File: src/rtl/si_socket_array.sv
// si_socket_array: multi-socket UDT system-test socket responder.
// Ports: per-socket connect/close/peer-close handshakes; one shared
// valid/ready state-report channel {state_valid, udt_state, state_sock_id}.
module si_socket_array #(
  parameter int NUM_SOCK = 4,
  parameter int STATE_W = 32,
  parameter logic [STATE_W-1:0] ST_CONNECTED = STATE_W'(32'h0000_0010),
  parameter logic [STATE_W-1:0] ST_CLOSED = STATE_W'(32'h0000_1000),
  parameter int TIMER_W = 16,
  parameter int PEER_CLOSE_CYCLES = 0,
  localparam int ID_W = (NUM_SOCK > 1) ? $clog2(NUM_SOCK) : 1
) (
  input  logic                core_clk,
  input  logic                core_rst_n,
  input  logic [NUM_SOCK-1:0] Req_Connect,
  output logic [NUM_SOCK-1:0] Res_Connect,
  input  logic [NUM_SOCK-1:0] Req_Close,
  output logic [NUM_SOCK-1:0] Res_Close,
  output logic [NUM_SOCK-1:0] Peer_Req_Close,
  input  logic [NUM_SOCK-1:0] Peer_Res_Close,
  input  logic                state_ready,
  output logic                state_valid,
  output logic [STATE_W-1:0]  udt_state,
  output logic [ID_W-1:0]     state_sock_id
);

  typedef enum logic [3:0] {
    S_IDLE,
    S_RES_CONN,
    S_REP_CONN,
    S_WAIT_CONN,
    S_CONNECTED,
    S_RES_CLOSE,
    S_PEER_REQ,
    S_REP_CLOSE,
    S_WAIT_CLOSE,
    S_CLOSE_WAIT
  } st_t;

  localparam bit PEER_EN = (PEER_CLOSE_CYCLES != 0);
  localparam logic [TIMER_W-1:0] PEER_LAST =
    TIMER_W'(PEER_CLOSE_CYCLES - 1);

  st_t                r_st  [NUM_SOCK];
  logic [TIMER_W-1:0] r_tmr [NUM_SOCK];
  logic [ID_W-1:0]    r_ptr;
  logic               r_valid;
  logic [STATE_W-1:0] r_state;
  logic [ID_W-1:0]    r_id;
  logic [NUM_SOCK-1:0] r_res_conn;
  logic [NUM_SOCK-1:0] r_res_close;
  logic [NUM_SOCK-1:0] r_peer_req;

  logic [NUM_SOCK-1:0] w_req;
  logic                w_gnt_vld;
  logic                w_gnt_cls;
  logic [ID_W-1:0]     w_gnt_id;
  logic [ID_W-1:0]     w_ptr_nxt;
  logic                w_hs;
  logic                w_load;
  logic                w_take;

  always_comb begin
    w_req = '0;
    for (int i = 0; i < NUM_SOCK; i++) begin
      w_req[i] = (r_st[i] == S_REP_CONN) ||
                 (r_st[i] == S_REP_CLOSE);
    end
  end

  // Round-robin: scan offsets from the far end down so the
  // requester closest at/after r_ptr is the last one written.
  always_comb begin
    w_gnt_vld = 1'b0;
    w_gnt_cls = 1'b0;
    w_gnt_id  = '0;
    for (int j = NUM_SOCK - 1; j >= 0; j--) begin
      for (int i = 0; i < NUM_SOCK; i++) begin
        if (w_req[i] &&
            ((int'(r_ptr) + j == i) ||
             (int'(r_ptr) + j == i + NUM_SOCK))) begin
          w_gnt_vld = 1'b1;
          w_gnt_cls = (r_st[i] == S_REP_CLOSE);
          w_gnt_id  = ID_W'(i);
        end
      end
    end
  end

  assign w_ptr_nxt = (int'(w_gnt_id) == NUM_SOCK - 1) ?
                     '0 : w_gnt_id + 1'b1;
  assign w_hs   = r_valid & state_ready;
  // Output register refills on the same edge it is drained.
  assign w_load = ~r_valid | state_ready;
  assign w_take = w_load & w_gnt_vld;

  always_ff @(posedge core_clk or negedge core_rst_n) begin
    if (!core_rst_n) begin
      for (int i = 0; i < NUM_SOCK; i++) begin
        r_st[i]  <= S_IDLE;
        r_tmr[i] <= '0;
      end
      r_ptr       <= '0;
      r_valid     <= 1'b0;
      r_state     <= '0;
      r_id        <= '0;
      r_res_conn  <= '0;
      r_res_close <= '0;
      r_peer_req  <= '0;
    end else begin
      r_res_conn  <= '0;
      r_res_close <= '0;
      if (w_load) begin
        r_valid <= w_gnt_vld;
        if (w_gnt_vld) begin
          r_id    <= w_gnt_id;
          r_state <= w_gnt_cls ? ST_CLOSED : ST_CONNECTED;
        end
      end
      if (w_take) r_ptr <= w_ptr_nxt;
      for (int i = 0; i < NUM_SOCK; i++) begin
        unique case (r_st[i])
          S_IDLE: begin
            if (Req_Connect[i]) begin
              r_st[i]       <= S_RES_CONN;
              r_res_conn[i] <= 1'b1;
            end
          end
          S_RES_CONN: r_st[i] <= S_REP_CONN;
          S_REP_CONN: begin
            if (w_take && w_gnt_id == ID_W'(i))
              r_st[i] <= S_WAIT_CONN;
          end
          S_WAIT_CONN: begin
            if (w_hs && r_id == ID_W'(i)) begin
              r_st[i]  <= S_CONNECTED;
              r_tmr[i] <= '0;
            end
          end
          S_CONNECTED: begin
            if (r_tmr[i] != '1) r_tmr[i] <= r_tmr[i] + 1'b1;
            if (Req_Close[i]) begin
              r_st[i]        <= S_RES_CLOSE;
              r_res_close[i] <= 1'b1;
            end else if (PEER_EN && r_tmr[i] == PEER_LAST) begin
              r_st[i]       <= S_PEER_REQ;
              r_peer_req[i] <= 1'b1;
            end
          end
          S_RES_CLOSE: r_st[i] <= S_REP_CLOSE;
          S_PEER_REQ: begin
            if (Peer_Res_Close[i]) begin
              r_st[i]       <= S_REP_CLOSE;
              r_peer_req[i] <= 1'b0;
            end
          end
          S_REP_CLOSE: begin
            if (w_take && w_gnt_id == ID_W'(i))
              r_st[i] <= S_WAIT_CLOSE;
          end
          S_WAIT_CLOSE: begin
            if (w_hs && r_id == ID_W'(i))
              r_st[i] <= S_CLOSE_WAIT;
          end
          S_CLOSE_WAIT: r_st[i] <= S_IDLE;
          default: r_st[i] <= S_IDLE;
        endcase
      end
    end
  end

  assign Res_Connect    = r_res_conn;
  assign Res_Close      = r_res_close;
  assign Peer_Req_Close = r_peer_req;
  assign state_valid    = r_valid;
  assign udt_state      = r_state;
  assign state_sock_id  = r_id;

endmodule

File: config.mk
export PLATFORM = sky130hd
export DESIGN_NAME = si_socket_array
export DESIGN_NICKNAME = d
export VERILOG_FILES = /design/src/rtl/si_socket_array.sv
export SDC_FILE = /design/constraint.sdc
export NUM_CORES = 1
export LEC_CHECK = 0
export CAP_MARGIN = 40
export CORE_MARGIN = 4
export CORE_UTILIZATION = 49
export DETAILED_ROUTE_END_ITERATION = 10
export GPL_TIMING_DRIVEN = 0
export MAX_ROUTING_LAYER = met4
export PLACE_DENSITY = 0.78
export SLEW_MARGIN = 40
export SYNTH_ARGS = -nofsm -noshare
export SYNTH_HDL_FRONTEND = slang
export SYNTH_SLANG_ARGS = --single-unit
File: constraint.sdc
create_clock -name core_clk -period 3.1 [get_ports core_clk]
set_clock_uncertainty 0.1 [all_clocks]
set_input_delay 0.62 -clock core_clk [delete_from_list [all_inputs] [get_ports core_clk]]
set_output_delay 0.62 -clock core_clk [all_outputs]
set_load 0.05 [all_outputs]
# [After elaboration in Yosys (flattened, before gate mapping)]
# Index checks and enable logic that the tools add are counted.
[classes] addsub=4 multipliers=0 n_div=0 magnitude_cmp=0 eq_ne=91 n_shift=0 muxes=97 bitwise=4 reduce_logical=55
[ops] op="$eq 32x4->1 const B" n=9
[ops] op="$eq 32x3->1 const B" n=6
[ops] op="$pmux 4 s9" n=4
[ops] op="$logic_not 32->1" n=4
[ops] op="$mux 4" n=28
[ops] op="$eq 32x2->1 const B" n=3
[ops] op="$eq 4x3->1 const B" n=16
[ops] op="$mux 1" n=49
[ops] op="$ne 2x2->1 const B" n=20
[ops] op="$eq 4x2->1 const B" n=8
[ops] op="$mux 2" n=15
[ops] op="$reduce_and 7->1" n=4
[ops] op="$logic_and 1x1->1" n=24
[ops] op="$eq 4x1->1 const B" n=4
[ops] op="$eq 4x4->1 const B" n=4
[ops] op="$logic_not 4->1" n=4
[ops] op="$logic_or 1x1->1" n=16
[ops] op="$ne 2x1->1 const B" n=8
[ops] op="$mux 13" n=1
[ops] op="$eq 2x2->1 const B" n=6
[ops] op="$eq 3x3->1 const B" n=3
[ops] op="$eq 2x1->1 const B" n=4
[ops] op="$add 2x2->3 const B" n=2
[ops] op="$logic_not 2->1" n=2
[ops] op="6 further kinds" n=7
[totals] ff_bits=61 latchBits=0 mem_bits_rw=0 mem_bits_ro=0 input_bits=15 out_inout_bits=47 word_cells=261 mem_count=0

# [Longest topological paths before layout]
[logic_depth] ltp_word=24 ltp_mapped=11 mapped_depth_nobuf=10

# [Worst setup path after synthesis]
# No wires, ideal clock.
[synth_path] kind="register to register" from="reg r_ptr[0]" to="reg r_st[14] in the netlist's numbering" arrival_ns=2.089 required_ns=2.934 setup_slack_ns=0.845 path_stages_with_launch=12 path_buffers=1 synth_period_minus_slack_ns=2.255 cell_sequence="dfrtp_1 -> inv_1 -> clkbuf_1 -> nand3_1 -> a21oi_1 -> a21oi_1 -> inv_1 -> ha_1 -> nand2_1 -> a22o_1 -> or4_1 -> nand2_1"
[synth_via] word_cells_on_any_way=96 classes_between="add/sub: 3; eq/ne: 26; mux: 31; bitwise: 1; reduce/logical: 35"
[synth_lines] element="from (decl)" line_no="46" rtl="logic [ID_W-1:0] r_ptr;"
[synth_lines] element="from (signal assigned)" line_no="120" rtl="if (w_take) r_ptr <= w_ptr_nxt;"
[synth_lines] element="$add 2x2->3" line_no="80, 81"
[synth_lines] element="$eq 32x3->1 or $eq 32x4->1 (tied branches)" line_no="80, 81"
[synth_lines] element="$logic_or 1x1->1" line_no="80" rtl="((int'(r_ptr) + j == i) ||"
[synth_lines] element="$logic_and 1x1->1" line_no="79" rtl="if (w_req[i] &&"
[synth_lines] element="$mux 2 (13 in series)" line_no="79"
[synth_lines] element="$mux 2 *" line_no="79"
[synth_lines] element="named net w_gnt_id[1]" line_no="57" rtl="logic [ID_W-1:0] w_gnt_id;"
[synth_lines] element="$logic_not 2->1 *" line_no="131, 158"
[synth_lines] element="$logic_and 1x1->1 *" line_no="131, 158"
[synth_lines] element="$ne 2x1->1 (no source line)"
[synth_lines] element="$reduce_and 7->1 (no source line) *"
[synth_lines] element="to (signal, indexed assignment)" line_no="132" rtl="r_st[i] <= S_WAIT_CONN;"
[synth_lines] element="to (signal, indexed assignment)" line_no="136" rtl="r_st[i] <= S_CONNECTED;"
[synth_lines] element="to (signal, indexed assignment)" line_no="159" rtl="r_st[i] <= S_WAIT_CLOSE;"
[synth_lines] element="to (decl)" line_no="44" rtl="st_t r_st [NUM_SOCK];"
# Mark *: on every way through the listed nets, which the timed path passes. The rest lies on a longest branch.
# A chain may end at the register's enable or synchronous reset.

# [Final worst setup path]
# Same ends and word-level chain as after synthesis.

==> results_dict.tcl <==
set metrics [dict create \
    peakVddDrop_mv 0.594 \
    grt_pass1_vias 1948 \
    yosys-top-cells-area "dfrtp_1 (33%), buf_4 (12%), o21ai_0 (3.9%)" \
    rows 24 \
    ant_nets 0 \
    cts_buffers 5 \
    holdWs_ps 142 \
    r2r_slack_ps 490 \
    worstReg2RegStart "r_ptr[0]" \
    die_h_um 76.9 \
    drc_errors 0 \
    timing.rr.end "r_st[14]" \
    synth.distinct_cells 51 \
    port_buffers 27 \
    clk_latency_ps 290 \
    grt_max_degree 19 \
    slew_viol_final 0 \
    critPathKind "flop to flop" \
    cts_hold_buf 0 \
    rsz0062_at_grt "false" \
    seq_area_frac_synth_pct 33.4 \
    cts_tree "done" \
    drive_gt1_share_pct 17.1 \
    clkSinkCount 31 \
    fmax_ghz 0.383 \
    root_buffer "clkbuf_8" \
    grt_util_all_layers_pct 18.6 \
    cp_data_required_time_ps 3230 \
    gp_congestion 0.885 \
    tns_ps 0 \
    antenna_cells 0 \
    cts_setup_buffers 0 \
    initial_core_util_pct 52.0 \
    avgRoutedWirePerCell_um 13.1 \
    synth-edff-count 0 \
    firstDrtPassIters 4 \
    hold_violations 0 \
    synthCells 270 \
    core_area_um2 4470 \
    synth-main-ff-cell "dfrtp_1" \
    worst_pin_slew_ps 598 \
    fin_crit_ps 2610 \
    ctsResizeCount 0 \
    avgSynthCellArea_um2 8.61 \
    cts_buffer_depth 2 \
    area.growth.synth_to_final_pct 24.2 \
    start_kind "flop" \
    outcome "completed" \
    r2r_cells 11 \
    gr-total-overflow 0 \
    die_w_um 76.9 \
    setup.worst_path.end_class "flop" \
    ys_async_sr_fraction_pct 100 \
    yosys.area.top_type_share_pct 33.4 \
    hp-class "primary input to asynchronous set/reset pin" \
    detail_route.iter0.violations 192 \
    ys_warn_count 0 \
    finalSetupViolCount 0 \
    max-slew-margin-rel_pct 60.0 \
    grt_pass1_wl_mm 8.80 \
    io_pins 62 \
    place_hpwl_mm 4.05 \
    vias 2060 \
    final_common_cell "buf_4" \
    cp-startpoint "r_ptr[0]" \
    fin_crit_sh_pct 84.3 \
    syn_area_um2 2330 \
    totalWireLength_mm 5.13 \
    cap_violations 0 \
    fillers 387 \
    htree_levels 2 \
    dieArea_um2 5910 \
    synth-seq-cells 31 \
    layout.nets 357 \
    mostFrequentLayoutCells "buf_4 (36), conb_1 (34), dfrtp_1 (31)" \
    viasPerCell 5.27 \
    leakage_nw 1.30 \
    cp.arrival_ps 2740 \
    antenna_found_initial 0 \
    power.density_nw_per_um2 1110 \
    clk_pin_slew_ps 70 \
    synth_top_cell_by_area "dfrtp_1" \
    critical_path.endpoint "r_st[14]" \
    crit_path_max_fanout 10 \
]
[metal layers]
| metal | part of all wire [%] | vias to the layer above | routed length [um] | GRT usage, % |
|---|---|---|---|---|
| met4 | 1.4 | 0 | 72 | 6.34 |
| li1 | - | 1039 | - | - |
| met5 | 0 | - | 0 | - |
| met3 | 6.6 | 6 | 337 | 4.22 |
| met2 | 49 | 66 | 2510 | 29.3 |
| met1 | 43 | 949 | 2210 | 23.6 |
[cell families after synthesis]
logic type               after synthesis  synth area share, %
buffers and inverters                 62                 16.6
AND/OR/NAND/NOR                       91                 21.7
flip-flops                            31                 33.4
multiplexers                           6                 3.33
AO/OA/AOI/OAI                         71                 21.2
XOR/XNOR                               4                 1.51
adder cells (fa/ha/maj)                4                 2.15
other                                  1                0.161
[synthesized netlist by cell type, types with 2 or more instances]
cell,instances
a211oi_1,4
a21o_1,2
a21oi_1,13
a22o_1,4
a22oi_1,3
a32oi_1,2
a41oi_1,4
and2_1,2
and3_1,2
buf_2,3
buf_4,36
buf_6,2
clkbuf_1,13
dfrtp_1,31
ha_1,4
inv_1,8
mux2_2,4
nand2_1,23
nand2b_1,9
nand3_1,6
nand3b_1,3
nand4_1,2
nand4b_1,4
nor2_1,18
nor2b_1,5
nor3_1,3
nor3b_1,2
nor4b_1,4
o211ai_1,4
o21ai_0,18
o221ai_1,2
o22ai_1,5
o31ai_1,2
o41ai_1,2
or3_1,2
xnor2_1,4
[sequential cells by signal, indices dropped and copies added, names as in the netlist]
signal         count
Res_Close          4
r_st              16
r_ptr              2
state_sock_id      2
udt_state          2
state_valid        1
Res_Connect        4
[report_power, final]
part | leakage, nW | internal (W) | total (W) | switching (W)
Combinational | 0.874 | 0.000861 | 0.00222 | 0.00136
Sequential | 0.388 | 0.000572 | 0.000675 | 0.000103
Clock | 0.0422 | 0.000157 | 0.000304 | 0.000147
[critical path, cell delays in order (launching register included)]
cell and delay [ps]:
dfrtp_1 460, inv_1 120, clkbuf_1 340, nand3_1 160
a21oi_1 200, a21oi_1 110, inv_1 110, ha_1 140
nand2_1 40, a22o_1 290, or4_1 400, nand2_1 70
[through the flow]
step	area, um^2	total power (W)	worst slack (ps)	instances	utilization, %
floorplan	2450	0.00240	845	303	-
detailed placement	2810	0.00289	513	383	62.8
finish	2890	0.00320	487	391	64.6
global placement	2790	0.00284	545	382	62.2
CTS	2890	0.00322	477	391	64.6
global route	2890	0.00350	215	391	64.6
[cell type report]
type                       instances  area [um^2]  area share (%)
buffer                            54          357            12.3
clock buffer                       7         76.3            2.64
clock inverter                     1         5.00           0.173
inverter                           8         30.0            1.04
multi-input combinational        210         1290            44.6
sequential                        31          776            26.9
tap                               52         65.1            2.25
timing repair buffer              28          293            10.1
[worst min path at each step]
| stage | from | end | cells after the start |
|---|---|---|---|
| after floorplan | core_rst_n | Res_Close[0] | 0 |
| after global placement | udt_state[4] | udt_state[4] | 2 |
| after detailed placement | udt_state[4] | udt_state[4] | 2 |
| after CTS | core_rst_n | r_ptr[1] | 1 |
| after global routing | core_rst_n | r_ptr[1] | 1 |
| final | core_rst_n | r_ptr[1] | 1 |
Note: power is estimated with default switching activity, not from simulation.
